--- src/rtl/inv_bfly_r2_pipe.sv ---
// ---------------------------------------------------------------------------
// inv_bfly_r2_pipe
//   Pipelined inverse radix-2 DIT butterfly on packed complex Q1.15 words.
//     t    = conj(W) * in1
//     out0 = (in0 + t) / 2
//     out1 = (in0 - t) / 2
//   The /2 is the per-stage inverse-transform normalisation.
//   Three register stages, valid/ready on both sides, bubble collapse,
//   saturating count of output beats that had at least one clamped component.
//
// Build option:
//   IBFLY_ROUND_EN  defined   -> round half toward +inf (add 0x8000 before >>>16)
//                   undefined -> truncate toward -inf
//
// Parameters:
//   CNT_W      width of sat_cnt
// Ports:
//   clk, rst_n            clock (rising edge), async active-low reset
//   in_valid / in_ready   input handshake; in0, in1, tw sampled on transfer
//   in0, in1, tw          packed {re[31:16], im[15:0]} signed Q1.15;
//                         tw is the forward twiddle, conjugated internally
//   out_valid / out_ready output handshake
//   out0, out1            packed results, held while stalled
//   sat_clr               synchronous clear of sat_cnt (wins over increment)
//   sat_cnt               saturating count of saturated output beats
// ---------------------------------------------------------------------------
module inv_bfly_r2_pipe #(
  parameter int CNT_W = 16
) (
  input  logic             clk,
  input  logic             rst_n,
  input  logic             in_valid,
  output logic             in_ready,
  input  logic [31:0]      in0,
  input  logic [31:0]      in1,
  input  logic [31:0]      tw,
  output logic             out_valid,
  input  logic             out_ready,
  output logic [31:0]      out0,
  output logic [31:0]      out1,
  input  logic             sat_clr,
  output logic [CNT_W-1:0] sat_cnt
);

`ifdef IBFLY_ROUND_EN
  localparam logic signed [34:0] RND = 35'sd32768;
`else
  localparam logic signed [34:0] RND = '0;
`endif

  // Scale a Q.30 sum by 1/2 into Q1.15 and clamp; bit 16 flags a clamp.
  function automatic logic [16:0] scale_sat(input logic signed [34:0] x);
    logic signed [34:0] r;
    r = (x + RND) >>> 16;
    if (r > 35'sd32767)
      return {1'b1, 16'h7FFF};
    else if (r < -35'sd32768)
      return {1'b1, 16'h8000};
    else
      return {1'b0, r[15:0]};
  endfunction

  // ---------------- handshake / stage enables ----------------
  logic v1, v2, v3;
  logic load1, load2, load3;

  assign load3     = !v3 || out_ready;
  assign load2     = !v2 || load3;
  assign load1     = !v1 || load2;
  assign in_ready  = load1;
  assign out_valid = v3;

  always_ff @(posedge clk or negedge rst_n) begin
    if (!rst_n) begin
      v1 <= 1'b0;
      v2 <= 1'b0;
      v3 <= 1'b0;
    end else begin
      if (load1) v1 <= in_valid;
      if (load2) v2 <= v1;
      if (load3) v3 <= v2;
    end
  end

  // ---------------- stage 1: products ----------------
  logic signed [31:0] a, b, wr, wi;
  assign a  = 32'(signed'(in1[31:16]));
  assign b  = 32'(signed'(in1[15:0]));
  assign wr = 32'(signed'(tw[31:16]));
  assign wi = 32'(signed'(tw[15:0]));

  logic signed [31:0] p_awr, p_bwi, p_bwr, p_awi;
  logic        [31:0] x0_s1;

  always_ff @(posedge clk) begin
    if (load1 && in_valid) begin
      p_awr <= a * wr;
      p_bwi <= b * wi;
      p_bwr <= b * wr;
      p_awi <= a * wi;
      x0_s1 <= in0;
    end
  end

  // ---------------- stage 2: conj(W)*in1, in0 alignment ----------------
  // Conjugation lives in the signs of the sums; wi itself is never negated,
  // so wi = -32768 needs no special case.
  logic signed [33:0] t_re, t_im, x0_re, x0_im;

  always_ff @(posedge clk) begin
    if (load2 && v1) begin
      t_re  <= {{2{p_awr[31]}}, p_awr} + {{2{p_bwi[31]}}, p_bwi};
      t_im  <= {{2{p_bwr[31]}}, p_bwr} - {{2{p_awi[31]}}, p_awi};
      x0_re <= {{3{x0_s1[31]}}, x0_s1[31:16], 15'b0};
      x0_im <= {{3{x0_s1[15]}}, x0_s1[15:0], 15'b0};
    end
  end

  // ---------------- stage 3: sum/diff, scale, saturate ----------------
  logic signed [34:0] s_re, s_im, d_re, d_im;
  logic        [16:0] q0_re, q0_im, q1_re, q1_im;
  logic               sat_any;

  always_comb begin
    s_re    = {x0_re[33], x0_re} + {t_re[33], t_re};
    s_im    = {x0_im[33], x0_im} + {t_im[33], t_im};
    d_re    = {x0_re[33], x0_re} - {t_re[33], t_re};
    d_im    = {x0_im[33], x0_im} - {t_im[33], t_im};
    q0_re   = scale_sat(s_re);
    q0_im   = scale_sat(s_im);
    q1_re   = scale_sat(d_re);
    q1_im   = scale_sat(d_im);
    sat_any = q0_re[16] | q0_im[16] | q1_re[16] | q1_im[16];
  end

  logic sat3;

  always_ff @(posedge clk or negedge rst_n) begin
    if (!rst_n) begin
      out0 <= '0;
      out1 <= '0;
      sat3 <= 1'b0;
    end else if (load3 && v2) begin
      out0 <= {q0_re[15:0], q0_im[15:0]};
      out1 <= {q1_re[15:0], q1_im[15:0]};
      sat3 <= sat_any;
    end
  end

  // ---------------- saturation event counter ----------------
  always_ff @(posedge clk or negedge rst_n) begin
    if (!rst_n)
      sat_cnt <= '0;
    else if (sat_clr)
      sat_cnt <= '0;
    else if (v3 && out_ready && sat3 && (sat_cnt != '1))
      sat_cnt <= sat_cnt + 1'b1;
  end

endmodule

--- config.mk ---
export PLATFORM = sky130hd
export DESIGN_NAME = inv_bfly_r2_pipe
export DESIGN_NICKNAME = d
export VERILOG_FILES = /design/src/rtl/inv_bfly_r2_pipe.sv
export SDC_FILE = /design/constraint.sdc
export NUM_CORES = 2
export LEC_CHECK = 0
export CAP_MARGIN = 5
export CORE_ASPECT_RATIO = 0.9
export CORE_MARGIN = 2
export CORE_UTILIZATION = 35
export DETAILED_ROUTE_END_ITERATION = 10
export SYNTH_ARGS = -nofsm -noshare
export SYNTH_HDL_FRONTEND = slang
export SYNTH_SLANG_ARGS = --single-unit
--- constraint.sdc ---
create_clock -name clk -period 4.9 [get_ports clk]
set_input_delay 0.98 -clock clk [delete_from_list [all_inputs] [get_ports clk]]
set_output_delay 0.98 -clock clk [all_outputs]
set_load 0.1 [all_outputs]
==> out/summary.txt <==
========================================================================================================
Run status                                                                                  finished with violations
Violations in the final reports                                                             negative setup slack
Worst clock skew                                                                               0.0421 ns
Delay of the slowest critical-path stage                                                         0.55 ns
Data arrival time of the critical path                                                           6.64 ns
Count of flip-flops with a built-in enable after synthesis                                           258
Number of global-route vias before repair                                                          46600
Synthesized area divided by synthesized cell count                                             9.64 um^2
WL/cell                                                                                          20.2 um
Period utilisation layout                                                                           128%
Antenna viol nets, final                                                                               0
Crit Path Max Fanout                                                                                   5
Most frequently used flop master after synthesis                                            sky130_fd_sc_hd__edfxtp_1
Final worst setup slack                                                                         -1.38 ns
Area growth, synth to finish                                                                       32.1%
Placer congestion estimate                                                                         0.893
Normalized max-slew margin                                                                         31.6%
CTS Root Cell                                                                               sky130_fd_sc_hd__clkbuf_16
Core area                                                                                     0.162 mm^2
Nets in the synthesized netlist                                                                     7549
Routed via count                                                                                   44200
Placed cell area                                                                             0.0685 mm^2
Final hold vios                                                                                        0
Worst-Margin Slew                                                                                1.02 ns
Cell area after synthesis                                                                    0.0572 mm^2
Synth async-reset ratio                                                                            24.6%
Aggregate routed wire length                                                                      183 mm
Post-CTS clock slew at the launch and capture registers of the worst setup and hold paths        0.06 ns
Highest attainable clock frequency                                                               159 MHz
Hold-fix buffers, CTS                                                                                  0
Total of fill cells in the finished design                                                         15000
Horizontal die dimension                                                                          430 um
DR iter-0 viols                                                                                     3074
Proportion of synthesized chip area in sequential cells                                            17.2%
Post-route DRC                                                                                         0
Synthesized instance count                                                                          5931
Cell depth of the worst flop-to-flop path                                                             11
Per-cell via count in the routed design                                                             4.90
Setup-failing EPs final                                                                               85
Most numerous cell on the critical path                                                     sky130_fd_sc_hd__fa_1
Critical Path RT                                                                                 5.26 ns
Kind of capture point of the worst setup path                                                       flop
Overflow left after global routing                                                                     0
Fraction of layout instances using a drive strength above 1                                        24.3%
Total of warnings raised by yosys                                                                      0
Count of pins on the block boundary                                                                  183
Global-route wire length before repair                                                            281 mm
Max Cap Violations                                                                                     0
Total Die Area                                                                                0.167 mm^2
CTS sink count                                                                                       342
Num CTS Buffers                                                                                       44
Height of the chip                                                                                388 um
Detailed-router iteration count before antenna repair                                                  5
Setup repair after global routing missed its margin                                                 true
Kind of start point of the critical path                                                    primary input
Clock period minus final worst setup slack                                                       6.28 ns
Gr usage total                                                                                     22.1%
Row Count                                                                                            140
Count of state elements after synthesis                                                              342
Buffers on Ports                                                                                     182
Antenna violations before repair                                                                      13
# nets final                                                                                        8479
Min-Delay Path Class                                                                            in2async
Worst Path Class, Setup                                                                           in2reg
Final instance area                                                                          0.0755 mm^2
Clock latency reported for the late side of the worst-skew pair                                  0.65 ns
Cell-by-cell trace of the critical path                                                     buf_12 > and2_4 > fa_1 > inv_2 > fa_1 > fa_1 > fa_1 > inv_1 > fa_1 > fa_1 > ha_4 > a211o_1 > a211oi_4 > nor3b_2 > o31a_1 > o41a_1 > a2111oi_2 > o21bai_1 > xnor2_1
Buffer levels on the longest clock path                                                                3
Effective utilization at floorplan                                                                 35.3%
Slowest library cell on the worst path                                                      sky130_fd_sc_hd__fa_1
CTS HTree Levels                                                                                       2
CTS tree                                                                                            done
Half-perimeter wire length after placement                                                        135 mm
Count of different cell masters after synthesis                                                       79
Maximum number of pins on one net before global-route repair                                          51
Slew Limit Fails                                                                                       0
========================================================================================================
==> final timing paths <==
kind	start	end	slack [ns]
max reg2reg	p_awi[0]	t_im[30]	0.78
max	tw[4]	p_bwi[31]	-1.38
min reg2reg	x0_s1[27]	x0_re[26]	0.42
min	rst_n	out1[26]	0.36
min in group clk	x0_s1[27]	x0_re[26]	0.42
max in group asynchronous	rst_n	out1[12]	3.60
==> cells in the mapped netlist (41+ instances only) <==
master | n | area, um^2
sky130_fd_sc_hd__xor2_1 | 72 | 631
sky130_fd_sc_hd__fa_1 | 1052 | 21100
sky130_fd_sc_hd__xnor2_1 | 204 | 1790
sky130_fd_sc_hd__nor3_1 | 43 | 215
sky130_fd_sc_hd__nand3_1 | 47 | 235
sky130_fd_sc_hd__o21ai_0 | 112 | 561
sky130_fd_sc_hd__a21oi_1 | 239 | 1200
sky130_fd_sc_hd__a21o_1 | 110 | 826
sky130_fd_sc_hd__ha_1 | 465 | 5820
sky130_fd_sc_hd__inv_1 | 1265 | 4750
sky130_fd_sc_hd__dfrtp_1 | 84 | 2100
sky130_fd_sc_hd__o21bai_1 | 43 | 323
sky130_fd_sc_hd__clkbuf_1 | 233 | 875
sky130_fd_sc_hd__nand2_1 | 604 | 2270
sky130_fd_sc_hd__and2_1 | 500 | 3130
sky130_fd_sc_hd__edfxtp_1 | 258 | 7750
sky130_fd_sc_hd__nor2_1 | 206 | 773
sky130_fd_sc_hd__nand2b_1 | 41 | 257
==> area by class of cell <==
type | instances | area [um^2] | area share [%]
clock buffer | 55 | 1230 | 1.62
tap | 2130 | 2670 | 3.53
clock inverter | 27 | 328 | 0.434
timing repair buffer | 1128 | 12000 | 15.9
inverter | 1266 | 4750 | 6.29
multi-input combinational | 4079 | 44700 | 59.2
antenna | 3 | 7.51 | 0.00994
sequential | 342 | 9850 | 13.0
==> worst max-delay path: cells and delay by family <==
family                   cells  cell delay, ns
adder cells (fa/ha/maj)      7            3.31
AO/OA/AOI/OAI                6            1.73
AND/OR/NAND/NOR              2            0.25
buffers and inverters        3            0.22
XOR/XNOR                     1            0.14
==> sequential cells by signal, summed over array words and instances (netlist names) <==
register / count
t_re: 33
out0: 32
p_bwr: 32
x0_s1: 32
p_bwi: 32
out_valid: 1
p_awr: 32
sat3: 1
sat_cnt: 16
p_awi: 32
v2: 1
t_im: 33
v1: 1
out1: 32
x0_im: 16
x0_re: 16
==> per-layer routing <==
metal  wire length, um  vias to the layer above  global-route usage (%)
li1                  -                    20200                       -
met1             79500                    22500                    30.7
met2             83300                     1300                    35.4
met3             11800                      256                    3.19
met4              8110                       10                    7.31
met5                58                        -                       0
==> cells in the final DEF (no fill, tap or decap), drive strengths merged, types with 47 or more instances in the layout <==
cell / Yosys / routed
xor2: 72 / 72
buf: 10 / 977
edfxtp: 258 / 258
fa: 1052 / 1052
clkbuf: 234 / 64
xnor2: 204 / 204
and2: 500 / 500
inv: 1265 / 1268
dfrtp: 84 / 84
clkdlybuf4s50: 0 / 118
nand2: 605 / 605
nand3: 47 / 47
a21o: 110 / 110
ha: 465 / 465
nor2: 206 / 206
o21ai: 114 / 114
a21oi: 239 / 239
==> stage by stage <==
step | cells | worst slack [ns] | hold slack [ns] | setup TNS [ns] | util, %
floorplan | 5931 | -1.59 | 0.400 | -79.34 | -
global placement | 8703 | -2.37 | 0.404 | -177.76 | 42.3
detailed placement | 8703 | -2.42 | 0.405 | -181.54 | 42.3
CTS | 8983 | -1.45 | 0.344 | -83.25 | 45.5
global route | 9028 | -1.53 | 0.392 | -93.10 | 46.6
finish | 9030 | -1.38 | 0.360 | -81.49 | 46.6
==> what timing repair did <==
action                                  CTS  global route
pin swaps                               229           281
endpoints found under the setup margin   96            94
gates cloned                             43             5
buffers inserted                        158            83
gates resized for setup                 556           428
==> kinds of logic after synthesis <==
group | share of synthesized area, %
compound gates | 7.93
xor+xnor | 4.23
fa+ha+maj | 47.0
buf+inv | 9.94
flops | 17.2
mux | 0.0700
simple gates | 13.6
Power is left out: the tool's default activity adds up to more than one toggle a clock period on the data nets, which glitch-free logic cannot reach.
